<file path="config.mk">
export PLATFORM = sky130hd
export DESIGN_NAME = config_word_loader
export DESIGN_NICKNAME = d
export VERILOG_FILES = /design/src/rtl/config_word_loader.sv
export SDC_FILE = /design/constraint.sdc
export NUM_CORES = 1
export LEC_CHECK = 0
export ABC_AREA = 1
export BUFFER_PORTS_ARGS = -buffer_cell sky130_fd_sc_hd__clkbuf_2
export CAP_MARGIN = 10
export CELL_PAD_IN_SITES_DETAIL_PLACEMENT = 2
export CELL_PAD_IN_SITES_GLOBAL_PLACEMENT = 2
export CORE_MARGIN = 1.5
export CORE_UTILIZATION = 27
export CTS_CLUSTER_DIAMETER = 50
export DETAILED_ROUTE_END_ITERATION = 8
export PLACE_DENSITY_LB_ADDON = 0.12
export SETUP_SLACK_MARGIN = 0.4
export SLEW_MARGIN = 20
export SYNTH_ARGS = -nofsm -noshare
export SYNTH_HDL_FRONTEND = slang
export SYNTH_SLANG_ARGS = --single-unit
export TNS_END_PERCENT = 100
</file>
<file path="constraint.sdc">
create_clock -name clk -period 1.7 [get_ports clk]
set_input_delay 0.425 -clock clk [delete_from_list [all_inputs] [get_ports clk]]
set_output_delay 0.425 -clock clk [all_outputs]
set_load 0.01 [all_outputs]
</file>
<file path="src/rtl/config_word_loader.sv">
// config_word_loader: streams config words into the latch bank as setup / one-hot strobe / hold triplets
module config_word_loader #(
    parameter int WORD_W    = 32,
    parameter int NUM_WORDS = 25
) (
    input  logic                 clk,
    input  logic                 reset,
    input  logic                 io_start,
    input  logic                 io_in_valid,
    output logic                 io_in_ready,
    input  logic [WORD_W-1:0]    io_in_bits,
    output logic [WORD_W-1:0]    io_d_out,
    output logic [NUM_WORDS-1:0] io_configs_en,
    output logic                 io_busy,
    output logic                 io_done,
    output logic [4:0]           io_word_count
);
    typedef enum logic [2:0] {IDLE, LOAD, SETUP, STROBE, HOLD, DONE} state_t;
    localparam logic [4:0] LAST = 5'(NUM_WORDS - 1);
    localparam logic [NUM_WORDS-1:0] ONE = {{(NUM_WORDS-1){1'b0}}, 1'b1};
    state_t state_q, state_d;
    logic [4:0] idx_q, idx_d, cnt_q, cnt_d;
    logic [WORD_W-1:0] data_q, data_d;
    logic [NUM_WORDS-1:0] en_q, en_d;
    logic ready_q, ready_d, busy_q, busy_d, done_q, done_d;
    always_comb begin
        state_d = state_q;
        idx_d   = idx_q;
        cnt_d   = cnt_q;
        data_d  = data_q;
        case (state_q)
            IDLE: if (io_start) begin
                state_d = LOAD;
                idx_d   = '0;
                cnt_d   = '0;
            end
            LOAD: if (io_in_valid && ready_q) begin
                data_d  = io_in_bits;
                state_d = SETUP;
            end
            SETUP: begin
                state_d = STROBE;
                cnt_d   = cnt_q + 5'd1;
            end
            STROBE: state_d = HOLD;
            HOLD: begin
                state_d = (idx_q == LAST) ? DONE : LOAD;
                idx_d   = (idx_q == LAST) ? idx_q : idx_q + 5'd1;
            end
            DONE: state_d = IDLE;
            default: state_d = IDLE;
        endcase
        // Outputs are decoded from the next state so they line up with the state register
        ready_d = state_d == LOAD;
        busy_d  = state_d != IDLE;
        done_d  = state_d == DONE;
        en_d    = (state_d == STROBE) ? ONE << idx_d : '0;
    end
    always_ff @(posedge clk) begin
        if (reset) begin
            state_q <= IDLE;
            idx_q   <= '0;
            cnt_q   <= '0;
            data_q  <= '0;
            en_q    <= '0;
            ready_q <= 1'b0;
            busy_q  <= 1'b0;
            done_q  <= 1'b0;
        end else begin
            state_q <= state_d;
            idx_q   <= idx_d;
            cnt_q   <= cnt_d;
            data_q  <= data_d;
            en_q    <= en_d;
            ready_q <= ready_d;
            busy_q  <= busy_d;
            done_q  <= done_d;
        end
    end
    assign io_in_ready   = ready_q;
    assign io_d_out      = data_q;
    assign io_configs_en = en_q;
    assign io_busy       = busy_q;
    assign io_done       = done_q;
    assign io_word_count = cnt_q;
endmodule

</file>
==> impl_results.md <==
- Peak fanout along the critical path: 8
- Post-Synth XOR/XNOR Area: 0.324%
- Net Sw Frac: between 20% and 30%
- FP Rows: 36
- Tot GR Track Use: approximately 18%
- Post-synth cell types: 25
- CP max-delay cell: dfxtp_4
- Post-synth EDFFs: 0
- Largest net degree at the start of global routing: 36
- Async SR Flop Fraction: 0%
- Pint: roughly 0.0025 W
- Period utilization: between 80 and 90%
- Via count: approximately 2700
- RSZ-0062 raised after global routing: true
- CP peak stage delay: 370 ps
- Routed WL per cell: approximately 15 um
- CP Capture Type: flop
- DIE WIDTH: 103 um
- Residual DRC count: 0
- Synth Area in Simple Gates: 29.8%
- Share of cells above drive strength 1: about half
- Combinational share of power: 7.5%
- First-pass GRT wire length: 14500 um
- Worst Hold Class: input pin to flop
- Fmax: roughly 0.66 GHz
- Sequential Area: around 1500 um^2
- Antenna Cells: 0
- Worst slew pin tran: between 300 and 400 ps
- CTS root buf: clkbuf_8
- Worst-Skew Late Latency: roughly 350 ps
- Main synth FF type: dfxtp_1
- Final min period: about 1500 ps
- Synthesized Nets: 370
- Initial Util: 27.8%
- Full die area: between 10000 and 15000 um^2
- Maxcap violations: 0
- Area of the multi-input gates: between 1000 and 1500 um^2
- Initial antenna violation count: 0
- Die Y: between 100 and 150 um
- I/O pin count: approximately 100
- Adder-Cell Fraction of Synth Area: between 1 and 1.5%
- Clk slew on worst S/H paths: roughly 90 ps
- Post-synthesis mux area share: 0%
- Final Non-Filler Cells: 601
- Clk pwr share: 41.3%
- IO Port Bufs: 100
- CP startpoint kind: flop
- Register bit total from synthesis: 73
- Fillers: between 1000 and 1500
- Vias in the first global route: 2858
- Number of cells after detailed placement: between 500 and 600
- Synthesized cell area: 2710 um^2
- Outcome: completed
- Clock sink count: between 70 and 80
- Routed vias/inst: about 4.4
- Post-synthesis compound-gate area fraction: slightly below 9%
- Max VDD drop: a little under 0.0004 V
- Sw power: around 0.00091 W
- Sequential fraction of the synthesis area: 54.0%
- Post-Syn Instances: ~330
- HPWL Detailed: 6200 um
- NumNets Final: around 500
- Setup-failing EPs final: 0
- Core ar.: 9730 um^2
- Main combinational cell family by area after synthesis: simple AND/OR/NAND/NOR gates
- Seq pwr share: 51.2%
- Area after DPL: between 3000 and 4000 um^2
- Clock Skews: 13.9 ps
- Post-Route WL: between 9000 and 10000 um
- Static Leak: about 1.9 nW
- Final Max Tran Viols: 0
- Rel. slew slack: 78.9%
- CTS Buffer Depth: 2
- GPL Wtd Cong: 0.785
- Avg Inst Size Synth: 8.18 um^2
- CTS tree: done
- CP required: 2000 ps
- Remaining antenna violation count: 0
- Final Hold Vio Count: 0
- PD cells: 838 nW/um^2
- Crit Path Category: flop to flop
- Drt first-iter violations: 35
- Sum of negative setup slack: 0 ps
- Arrival time worst endpoint: between 1500 and 2000 ps
- Crit path cell chain: inv_4, ha_4, nand2_4, nor2_4, nand2_4, nand3_4, nand2_8, nor2_4, nand2_1, nor2_2
- Layout area overhead: 52.2%
- Drt first pass iters: 4
- TritonCTS buffer count: 9
- Most frequent cells in the layout: clkbuf_2, nor2_1, dfxtp_1
- Htree depth: 3
- Post-layout instance area: around 4100 um^2
- Yosys warnings: 0
- Gr ovfl total: 0
- Commonest non-fill, non-tap cell in the layout: clkbuf_2
-- worst paths after layout --
| path | end | depth (start not counted) | slack (ps) | from |
|---|---|---|---|---|
| worst max-delay path | io_configs_en[13] | 10 | 180 | idx_q[0] |
| worst min-delay path | io_d_out[30] | 3 | 290 | io_in_bits[30] |
| worst max register to register | io_configs_en[13] | 10 | 180 | idx_q[0] |
| worst min register to register | io_word_count[1] | 2 | 500 | io_word_count[1] |
-- registers in the layout, summed over array words and instances, names as in the netlist --
signal and flops:
io_d_out 32, io_in_ready 1, io_configs_en 25, io_word_count 5, io_busy 1, state_q 3
idx_q 5, io_done 1
-- through the flow --
| step | worst slack, ps | power [W] | utilization (%) | hold WS [ps] |
|---|---|---|---|---|
| 2_1_floorplan | 378 | 0.00192 | - | 494 |
| 3_3_place_gp | 108 | 0.00204 | 35.1 | 466 |
| 3_5_place_dp | 7.74 | 0.00205 | 35.1 | 501 |
| 4_1_cts | 197 | 0.00348 | 39.9 | 276 |
| 5_1_grt | 57.9 | 0.00363 | 42.3 | 280 |
| 6_report | 177 | 0.00345 | 42.3 | 286 |
-- power groups by stage --
stage	Combinational [W]	Sequential [W]	Clock (W)
3_3_place_gp	0.000228	0.00181	0
3_5_place_dp	0.000233	0.00181	0
2_1_floorplan	0.0000988	0.00182	0
6_report	0.000259	0.00177	0.00143
4_1_cts	0.000247	0.00177	0.00147
5_1_grt	0.000292	0.00177	0.00157
-- worst max-delay path, delay by kind of cell (launching register included) --
kind          cells  cell delay (ps)
buf+inv           1               60
simple gates      8              870
fa+ha+maj         1              140
flops             1              370
-- kinds of logic after synthesis --
logic type / count (synthesis)
fa+ha+maj: 3
flops: 73
simple gates: 176
compound gates: 44
xor+xnor: 1
buf+inv: 34
-- synthesized netlist by cell type (4+ instances only) --
cell	n	share of area [%]
inv_2	4	0.55
nand4_1	8	1.8
a21oi_1	5	0.92
nor2_1	105	15
inv_1	19	2.6
o21ai_0	33	6.1
nand3_1	18	3.3
dfxtp_1	73	54
nand2_1	28	3.9
buf_6	4	1.7
clkbuf_1	7	0.97
nand2_2	6	1.4
-- repair_timing --
action,4_1_cts,5_1_grt
gates resized for setup,51,57
buffers inserted,14,8
setup endpoints to repair,73,92
cloned,0,1
hold buffers,0,0
pin swaps,17,14
-- metal layers --
metal	global-route usage (%)	part of all wire [%]	wire (um)
met1	20.5	40	3700
met2	31.7	52	4830
met3	7.59	6.7	616
met5	0	0	0
met4	3.74	1.2	107
-- layout make-up --
type | count | share of cell area, %
flip-flops and latches | 73 | 36.5
multi-input cells | 224 | 32.3
repair buffers | 131 | 19.6
well taps | 133 | 4.04
clock buffers | 9 | 3.01
inverters | 23 | 2.46
clock inverters | 7 | 1.82
repair inverters | 1 | 0.273
Note: power is estimated with default switching activity, not from simulation.
